$ cat src/rtl/booth_seq.sv
// Operand/result sequencer for a byte-serial Booth multiplier.
// Optional WAIT timeout abort: define BOOTH_SEQ_TIMEOUT_EN.
module booth_seq #(
  parameter int TIMEOUT_CYCLES = 64
) (
  input  logic        clk,
  input  logic        rst_n,
  input  logic        op_valid,
  output logic        op_ready,
  input  logic [7:0]  op_m,
  input  logic [7:0]  op_q,
  output logic        mul_enable,
  output logic [7:0]  mul_inbus,
  input  logic        mul_done,
  input  logic [7:0]  mul_outbus,
  output logic        res_valid,
  input  logic        res_ready,
  output logic [15:0] res_product,
  output logic        res_error
);

  typedef enum logic [2:0] {
    IDLE, LOAD_M, LOAD_Q, WAIT, CAP_HI, CAP_LO, RESULT
  } state_t;

  state_t state, state_nx;

  logic [7:0] m_r, q_r, hi_r, lo_r;
  logic       expired;

`ifdef BOOTH_SEQ_TIMEOUT_EN
  localparam int CW = $clog2(TIMEOUT_CYCLES + 1);

  logic [CW-1:0] cnt;
  logic          err_r;

  assign expired = (state == WAIT) && !mul_done &&
                   (cnt == CW'(TIMEOUT_CYCLES - 1));

  // cleared while in LOAD_Q so the first WAIT cycle sees zero
  always_ff @(posedge clk or negedge rst_n) begin
    if (!rst_n) begin
      cnt <= '0;
    end else if (state == LOAD_Q) begin
      cnt <= '0;
    end else if (state == WAIT) begin
      cnt <= cnt + 1'b1;
    end
  end

  always_ff @(posedge clk or negedge rst_n) begin
    if (!rst_n) begin
      err_r <= 1'b0;
    end else if (expired) begin
      err_r <= 1'b1;
    end else if (state == RESULT && res_ready) begin
      err_r <= 1'b0;
    end
  end

  assign res_error = err_r;
`else
  assign expired   = 1'b0;
  assign res_error = 1'b0;
`endif

  always_ff @(posedge clk or negedge rst_n) begin
    if (!rst_n) begin
      state <= IDLE;
    end else begin
      state <= state_nx;
    end
  end

  always_comb begin
    state_nx = state;
    unique case (state)
      IDLE:    if (op_valid) state_nx = LOAD_M;
      LOAD_M:  state_nx = LOAD_Q;
      LOAD_Q:  state_nx = WAIT;
      WAIT: begin
        if (mul_done)     state_nx = CAP_HI;
        else if (expired) state_nx = RESULT;
      end
      CAP_HI:  state_nx = CAP_LO;
      CAP_LO:  state_nx = RESULT;
      RESULT:  if (res_ready) state_nx = IDLE;
      default: state_nx = IDLE;
    endcase
  end

  always_comb begin
    op_ready   = 1'b0;
    mul_enable = 1'b0;
    mul_inbus  = 8'h00;
    res_valid  = 1'b0;
    unique case (state)
      IDLE:   op_ready = 1'b1;
      LOAD_M: begin
        mul_enable = 1'b1;
        mul_inbus  = m_r;
      end
      LOAD_Q: mul_inbus = q_r;
      RESULT: res_valid = 1'b1;
      default: ;
    endcase
  end

  always_ff @(posedge clk or negedge rst_n) begin
    if (!rst_n) begin
      m_r         <= 8'h00;
      q_r         <= 8'h00;
      hi_r        <= 8'h00;
      lo_r        <= 8'h00;
      res_product <= 16'h0000;
    end else begin
      unique case (state)
        IDLE: if (op_valid) begin
          m_r <= op_m;
          q_r <= op_q;
        end
        WAIT: begin
          if (mul_done) hi_r <= mul_outbus;
          else if (expired) res_product <= 16'h0000;
        end
        CAP_HI: lo_r <= mul_outbus;
        CAP_LO: res_product <= {hi_r, lo_r};
        default: ;
      endcase
    end
  end

endmodule

$ cat config.mk
export PLATFORM = sky130hd
export DESIGN_NAME = booth_seq
export DESIGN_NICKNAME = d
export VERILOG_FILES = /design/src/rtl/booth_seq.sv
export SDC_FILE = /design/constraint.sdc
export NUM_CORES = 1
export LEC_CHECK = 0
export ABC_AREA = 1
export ABC_CLOCK_PERIOD_IN_PS = 1400
export BUFFER_PORTS_ARGS = -buffer_cell sky130_fd_sc_hd__buf_2
export CAP_MARGIN = 20
export CORE_ASPECT_RATIO = 1.25
export CORE_MARGIN = 2
export CORE_UTILIZATION = 47
export DETAILED_ROUTE_END_ITERATION = 8
export HOLD_SLACK_MARGIN = 0.12
export PLACE_DENSITY = 0.75
export SLEW_MARGIN = 20
export SYNTH_ARGS = -nofsm -noshare
export SYNTH_HDL_FRONTEND = slang
export SYNTH_SLANG_ARGS = --single-unit
export TNS_END_PERCENT = 100
$ cat constraint.sdc
create_clock -name clk -period 1.4 [get_ports clk]
set_clock_uncertainty 0.2 [all_clocks]
set_input_delay 0.14 -clock clk [delete_from_list [all_inputs] [get_ports clk]]
set_output_delay 0.14 -clock clk [all_outputs]
set_load 0.01 [all_outputs]
Word-level counts from Yosys, hierarchy flattened
Index checks and enable logic that the tools add are counted.
{ "word_totals": {"register_bits": 51, "input_bits": 29, "elab_cells": 27} }
{ "op_classes": {"eq_ne": 9, "muxes": 8, "n_reduce_logical": 4} }
{ "op_table": {"columns": ["operator", "n"], "rows": [
  ["$pmux 3 s7", 1],
  ["$pmux 8 s2", 1],
  ["$eq 3x3->1 const B", 3],
  ["$mux 3", 3],
  ["$eq 3x2->1 const B", 2],
  ["$ne 2x2->1 const B", 3],
  ["$reduce_and 2->1", 2],
  ["$eq 3x1->1 const B", 1],
  ["$logic_not 3->1", 1],
  ["$mux 1", 3],
  ["$reduce_and 3->1", 1]
]} }

Logic depth before layout (Yosys ltp)
Gate-level depths: netlist (run 1).
{ "logic_depth": {"depth_word": 3, "mapped_depth": 7, "mapped_depth_nobuf": 5} }

Least setup slack after synthesis (run 1)
Ideal clock, no wire load.
{ "synth_timing": {"kind": "reg-to-reg", "from": "register state[2]", "to": "register m_r[0]", "setup_ns": 0.117, "t_arrival_ns": 1.166, "path_slack_ns": -0.083, "stages_incl_launch_ff": 7, "n_path_buf": 2, "period_less_slack_ns": 1.483, "path_cell_list": "dfrtp_1 > buf_6 > nor3_4 > nand2_4 > buf_6 > nand2_1 > nand2_1"} }
{ "synth_between": {"elab_chain_len": 2} }
{ "synth_rtl": {"columns": ["item", "line_no", "rtl"], "rows": [
  ["start: declaration", "26", "state_t state, state_nx;"],
  ["start signal: assignment", "71", "state <= state_nx;"],
  ["$logic_not 3->1", "117", "unique case (state)"],
  ["$reduce_and 2->1 (no line)", null, null],
  ["end signal: assignment", "119", "m_r <= op_m;"],
  ["end: declaration", "28", "logic [7:0] m_r, q_r, hi_r, lo_r;"]
]} }
No other way between the ends.
A chain may end at the register's enable or synchronous reset.

Worst setup path in the final report (run 1)
{ "layout_timing": {"from": "register state[2]", "to": "output port mul_inbus[3]"} }
{ "layout_between": {"elab_chain_len": 2, "elab_cells_between_ends": 3, "classes_between": "eq/ne (2); mux (1)"} }
{ "layout_rtl": {"columns": ["item", "line_no", "rtl"], "rows": [
  ["$eq 3x2->1 or $eq 3x1->1 (tied branches)", "97", "unique case (state)"],
  ["$pmux 8 s2 *", "97", null],
  ["end: declaration", "13", "output logic [7:0] mul_inbus,"]
]} }
Every way passes the cells marked *; elsewhere a longest branch is shown, timed or not.

==> run_results.csv, run 1 <==
group,metric,value,unit
outcome,status,"finished, violations left",
outcome,violations,"setup timing",
power_and_ir_drop,peakVddDrop,0.00107,V
global_route,grt_overflow,0,
route,drtIter0Drc,119,
synthesis,ys_types,17,
run,drv_cap,0,
global_route,grt_pass1_vias,1937,
synthesis,async_flop_share,1.00,
die,io_pins,57,
worst_setup_path,rrSetupSlack,-240,ps
timing,slew_viol_final,0,
layout,fillers,328,
worst_setup_path,cp.required,1060,ps
timing,fmaxAchievable,0.594,GHz
global_route,grt_max_degree,37,
synthesis,synthCells,256,
clock_tree,htreeDepth,2,
synthesis,syn_area,2190,um^2
timing,whs,86.5,ps
clock_tree,clkSlewWorstSetupHoldPaths,100,ps
worst_setup_path,critPathLaunch,"state[2]$_DFFE_PN0P_",
timing,hold_violations,0,
clock_tree,clock_latency,300,ps
worst_setup_path,worstReg2RegStart,"state[1]$_DFFE_PN0P_",
timing,setup_viol,50,
worst_setup_path,cp_common_cell,"inv_4",
power_and_ir_drop,p_leak,0.00177,uW
power_and_ir_drop,pwr_density_cell,2060,nW/um^2
route,wl,6120,um
timing,rsz0062_at_grt,"yes",
die,rows,27,
synthesis,yosysMostFrequentCell,"nand2_1",
min_path,hp-class,"primary input to asynchronous set/reset pin",
synthesis,synth_edf_count,0,
clock_tree,cts_num_sinks,51,
route,ant_nets,0,
timing,timing.final.crit_share,1.20,
route,avgRoutedWirePerCell,14.5,um
die,die_x,65.1,um
synthesis,yosys-top-cells-area,"dfrtp_1 58%, nand2_1 14%, o21ai_0 8.0%",
worst_setup_path,crit_slowest_cell,"dfrtp_1",
placed_design,dp_hpwl,3220,um
clock_tree,cts_tree,"built",
power_and_ir_drop,p_total,6940,uW
worst_setup_path,rr_endpoint,"m_r[0]$_DFFE_PN0P_",
timing,setup_slack,-284,ps
worst_setup_path,worstPathArrival,1340,ps
synthesis,ys.flop_type,"dfrtp_1",
worst_setup_path,cp-end-kind,"output pin",
route,vias,2121,
synthesis,syn_nets,285,
placed_design,portBuffers,55,
layout,drive_gt1_frac,0.389,
layout,final_nets,393,
synthesis,synth.largest_area_cell,"dfrtp_1",
clock_tree,cts_root_buffer,"clkbuf_8",
die,dieArea,5220,um^2
placed_design,gp_congestion,0.794,
worst_setup_path,cp_max_fo,4,
synthesis,syn_area_per_cell,8.55,um^2
route,dr.pass1.iters,4,
layout,syn_to_final_growth,54.1,%
die,core_area,4460,um^2
synthesis,synth_seq_cells,51,
worst_setup_path,critical_path_class,"flop to output pin",
die,die_y,80.3,um
clock_tree,ctsHoldBuffers,28,
layout,antenna_cells,0,
worst_setup_path,max_stage_delay,430,ps
synthesis,synth_top_area_frac,0.583,
clock_tree,cts_buffers,5,
worst_setup_path,path_buf_inv,3,
route,vias_per_cell,5.01,
synthesis,synth_common_cells,"83 x nand2_1, 51 x dfrtp_1, 38 x inv_1",
global_route,antenna_found_initial,0,
timing,period_minus_slack,1680,ps
worst_setup_path,crit_chain,"inv_4, nand3_4, inv_4, nand2_2, o21ai_1, buf_2",
die,start_util,0.491,
worst_setup_path,cp-start-kind,"flop",
worst_setup_path,crit_family,"flip-flops",
clock_tree,cts_max_path_buffers,2,
global_route,grt_use_total,0.222,
worst_setup_path,worstRegToRegCells,7,
synthesis,ys_warn_count,0,
synthesis,synth_seq_area_share,0.583,
route,drcViolationCount,0,
global_route,grt_pass1_wl,8760,um
[per-stage QoR]
stage | TNS (ps) | utilization | setup WS, ps | cells | instance area (um^2)
finish | -6530 | 0.756 | -284 | 423 | 3370
global route | -10650 | 0.756 | -362 | 423 | 3370
CTS | -3490 | 0.692 | -253 | 417 | 3090
detailed placement | -1840 | 0.582 | -184 | 372 | 2590
global placement | -812 | 0.582 | -107 | 372 | 2590
floorplan | -815 | - | -81.5 | 256 | 2190
[layer usage]
layer,up-vias,GRT usage,routed length (um)
met1,1020,0.251,2260
li1,1016,-,-
met2,61,0.418,3390
met4,0,0.0688,240
met3,24,0.0420,239
met5,-,0,0
[worst reg2reg max path: stages, from the launching register on]
cell	delay (ps)
dfrtp_2	460
buf_6	130
nor3_4	210
buf_6	140
buf_12	130
clkbuf_16	140
nand3_1	70
nand2_1	100
[final cells by class]
cell class / count / area [um^2] / area share
clock buffer: 5 / 68.8 / 0.0204
clock inverter: 3 / 18.8 / 0.00556
inverter: 39 / 156 / 0.0464
multi-input combinational: 155 / 882 / 0.261
sequential: 51 / 1280 / 0.379
tap: 58 / 72.6 / 0.0215
timing repair buffer: 111 / 890 / 0.264
timing repair inverter: 1 / 6.26 / 0.00185
[power by group]
| part | switching [uW] | leakage [uW] | total (uW) | internal, uW |
|---|---|---|---|---|
| Combinational | 1810 | 0.00108 | 3450 | 1640 |
| Clock | 506 | 0.0000483 | 859 | 353 |
| Sequential | 478 | 0.000639 | 2640 | 2160 |
[cells by family (layout without fill, tap and decap cells)]
family	count (synthesis)	after routing	synth area share
other	1	1	0.00171
AOI/OAI and AO/OA	42	42	0.0977
buffers and inverters	52	159	0.107
DFF	51	51	0.583
and+or+nand+nor	110	112	0.211
[placed cells by master, fill, tap and decap left out, drive strengths merged]
| master | instances |
|---|---|
| o2111ai | 1 |
| inv | 40 |
| dfrtp | 51 |
| nand4 | 1 |
| nor3 | 1 |
| clkinv | 3 |
| nor2 | 3 |
| buf | 81 |
| o21ai | 41 |
| nand2 | 85 |
| clkbuf | 7 |
| conb | 1 |
| dlygate4sd3 | 28 |
| nand3 | 22 |
[state kept, by name, indices dropped and copies added, names as in the netlist]
name         cells
q_r              8
state            3
lo_r             8
m_r              8
res_product     16
hi_r             8
[how the worst max path moves through the flow]
stage	end	slack, ps	cells past startpoint
final	mul_inbus[3]	-280	6
after CTS	mul_inbus[2]	-250	4
after global routing	mul_inbus[3]	-360	6
after floorplan	m_r[0]$_DFFE_PN0P_	-80	6
after detailed placement	mul_inbus[0]	-180	4
after global placement	mul_inbus[4]	-110	4
[repair_timing]
action | CTS | global route
resized for setup | 29 | 70
setup buffers | 7 | 4
pin swaps | 2 | 9
setup endpoints to repair | 34 | 60
hold endpoints to repair | 86 | 15
gates cloned | 2 | 4
No activity file was read; power rests on OpenSTA's default activity.
==> inputs of run 2 (changes only) <==
--- a/config.mk
+++ b/config.mk
@@ -6,15 +6,16 @@
 export NUM_CORES = 1
 export LEC_CHECK = 0
 export ABC_AREA = 1
-export ABC_CLOCK_PERIOD_IN_PS = 1400
+export ABC_CLOCK_PERIOD_IN_PS = 2100
 export BUFFER_PORTS_ARGS = -buffer_cell sky130_fd_sc_hd__buf_2
 export CAP_MARGIN = 20
 export CORE_ASPECT_RATIO = 1.25
 export CORE_MARGIN = 2
-export CORE_UTILIZATION = 47
+export CORE_UTILIZATION = 55
+export CTS_CLUSTER_SIZE = 40
 export DETAILED_ROUTE_END_ITERATION = 8
 export HOLD_SLACK_MARGIN = 0.12
-export PLACE_DENSITY = 0.75
+export PLACE_DENSITY = 0.83
 export SLEW_MARGIN = 20
 export SYNTH_ARGS = -nofsm -noshare
 export SYNTH_HDL_FRONTEND = slang
==> constraint.sdc (replaced) <==
create_clock -name clk -period 2.1 [get_ports clk]
set_clock_uncertainty 0.2 [all_clocks]
set_input_delay 0.21 -clock clk [delete_from_list [all_inputs] [get_ports clk]]
set_output_delay 0.21 -clock clk [all_outputs]
set_load 0.01 [all_outputs]
==> run_results.csv, run 2 (synthesis gave the netlist of run 1 again) <==
group,metric,value,unit
worst_setup_path,cp.required,1690,ps
clock_tree,clock_latency,300,ps
timing,max_slew_margin,0.657,
power_and_ir_drop,peakVddDrop,0.000584,V
layout,fillers,316,
placed_design,gp_congestion,0.757,
worst_setup_path,crit_slowest_cell,"dfrtp_2",
layout,final_cell_area,2860,um^2
route,maxUsedRoutingLayer,"met4",
clock_tree,cts_max_path_buffers,2,
min_path,hold_path_depth,3,
worst_setup_path,critPathLaunch,"state[1]$_DFFE_PN0P_",
layout,layout_common_cells,"83 x nand2_1, 55 x buf_2, 49 x dfrtp_1",
global_route,antenna_found_initial,0,
global_route,grt_use_total,0.230,
timing,fmaxAchievable,0.506,GHz
die,start_util,0.574,
die,dieArea,4510,um^2
route,met3_length,221,um
route,avgRoutedWirePerCell,12.3,um
placed_design,portBuffers,55,
worst_setup_path,cp_max_fo,9,
layout,largest_register_ffs,16,
min_path,hp-start,"op_valid",
timing,rsz0062_at_grt,"no",
die,core_area,3820,um^2
worst_setup_path,path_buf_inv,3,
route,drtIter0Drc,111,
timing,period_minus_slack,1980,ps
layout,fin_cells,390,
clock_tree,cts_num_sinks,51,
layout,antenna_cells,0,
outcome,status,"finished, final reports clean",
layout,final_common_cell,"nand2_1",
global_route,grt_max_degree,33,
global_route,grt_overflow,0,
min_path,hp-class,"primary input to flop",
layout,final_nets,365,
worst_setup_path,cp-end-kind,"output pin",
route,wl_met1,1950,um
worst_setup_path,cp-start-kind,"flop",
worst_setup_path,critical_path_class,"flop to output pin",
worst_setup_path,worstReg2RegStart,"state[1]$_DFFE_PN0P_",
worst_setup_path,worstRegToRegCells,6,
die,rows,25,
clock_tree,cts_tree,"built",
placed_design,dp_cells,355,
timing,setup-tns-final,0,ps
route,vias,1878,
route,met2_wirelength,2540,um
global_route,grt_pass1_wl,7620,um
layout,post-route-util,0.748,
run,drv_cap,0,
clock_tree,htreeDepth,2,
die,io_pins,57,
worst_setup_path,cp_num_cells,6,
placed_design,place_area,2480,um^2
layout,seqCellArea,1280,um^2
power_and_ir_drop,p_leak,0.00157,uW
timing,hold_violations,0,
clock_tree,cts_buffers,5,
worst_setup_path,crit_family,"buffers and inverters",
layout,regMostFlops,"res_product",
route,drcViolationCount,0,
route,vias_per_cell,4.82,
power_and_ir_drop,pwr_density_cell,1290,nW/um^2
route,wl,4800,um
die,die_x,60.4,um
timing,whs,153,ps
layout,syn_to_final_growth,30.4,%
global_route,grt_pass1_vias,1780,
worst_setup_path,max_stage_delay,470,ps
layout,drive_gt1_frac,0.208,
worst_setup_path,worstPathArrival,1570,ps
clock_tree,clkSlewWorstSetupHoldPaths,80,ps
clock_tree,cts_root_buffer,"clkbuf_8",
route,dr.pass1.iters,4,
timing,slew_viol_final,0,
route,ant_nets,0,
timing,setup_viol,0,
worst_setup_path,crit_chain,"inv_1, nand3_1, clkinv_1, nand2_1, o21ai_0, buf_2",
die,die_y,74.5,um
timing,tightest_slew,514,ps
timing,timing.final.crit_share,0.942,
layout,multi_input_area,684,um^2
placed_design,dp_hpwl,2970,um
## run 2: cell count changes in the layout (fill, tap and decap cells not counted), sizes merged
cell,change
buf,-23
clkbuf,-1
clkinv,-1
inv,-2
nand2,-1
nand3,-1
## run 2: worst paths after layout
path	slack, ps	to
setup / recovery	120	mul_inbus[7]
hold / removal	150	q_r[5]$_DFFE_PN0P_
setup reg to reg	180	state[2]$_DFFE_PN0P_
hold reg to reg	280	m_r[2]$_DFFE_PN0P_
max in group asynchronous	950	state[2]$_DFFE_PN0P_
min in group asynchronous	210	q_r[3]$_DFFE_PN0P_
## run 2: per-stage QoR
step           setup slack, ps  power (uW)
2_1_floorplan              617        2620
3_3_place_gp               455        2990
3_5_place_dp               400        3050
4_1_cts                   67.7        3670
5_1_grt                   15.3        3980
6_report                   123        3670
## run 2: timing repair
| item | 4_1_cts | 5_1_grt |
|---|---|---|
| setup buffers | 0 | 0 |
| endpoints found under the hold margin | 86 | 0 |
| hold buffers | 28 | 0 |
| gates resized for setup | 0 | 3 |
| setup endpoints to repair | 0 | 9 |
## run 2: per-layer routing
| layer | up-vias | global-route usage |
|---|---|---|
| met5 | - | 0 |
| met4 | 0 | 0.104 |
| met3 | 9 | 0.0435 |
| met2 | 64 | 0.419 |
| met1 | 856 | 0.254 |
| li1 | 949 | - |
## run 2: worst reg2reg max path, cell delays in order (launching register included)
cell and delay (ps):
dfrtp_2 470, nand2_1 90, nor2_1 140, nand2_1 140
nand4_1 140, nand2_1 60, dlygate4sd3_1 550
## run 2: area by class of cell
cell class | instances | share of cell area
flip-flops and latches | 51 | 0.448
multi-input cells | 153 | 0.240
repair buffers | 86 | 0.207
inverters | 39 | 0.0513
clock buffers | 6 | 0.0289
well taps | 54 | 0.0237
clock inverters | 1 | 0.00175
## run 2: report_power, final
group          internal, uW  leakage, uW  total, uW  switching, uW
clock network           259    0.0000470        555            297
logic                   561     0.000884       1390            831
registers              1440     0.000639       1720            284
total                  2260      0.00157       3670           1410
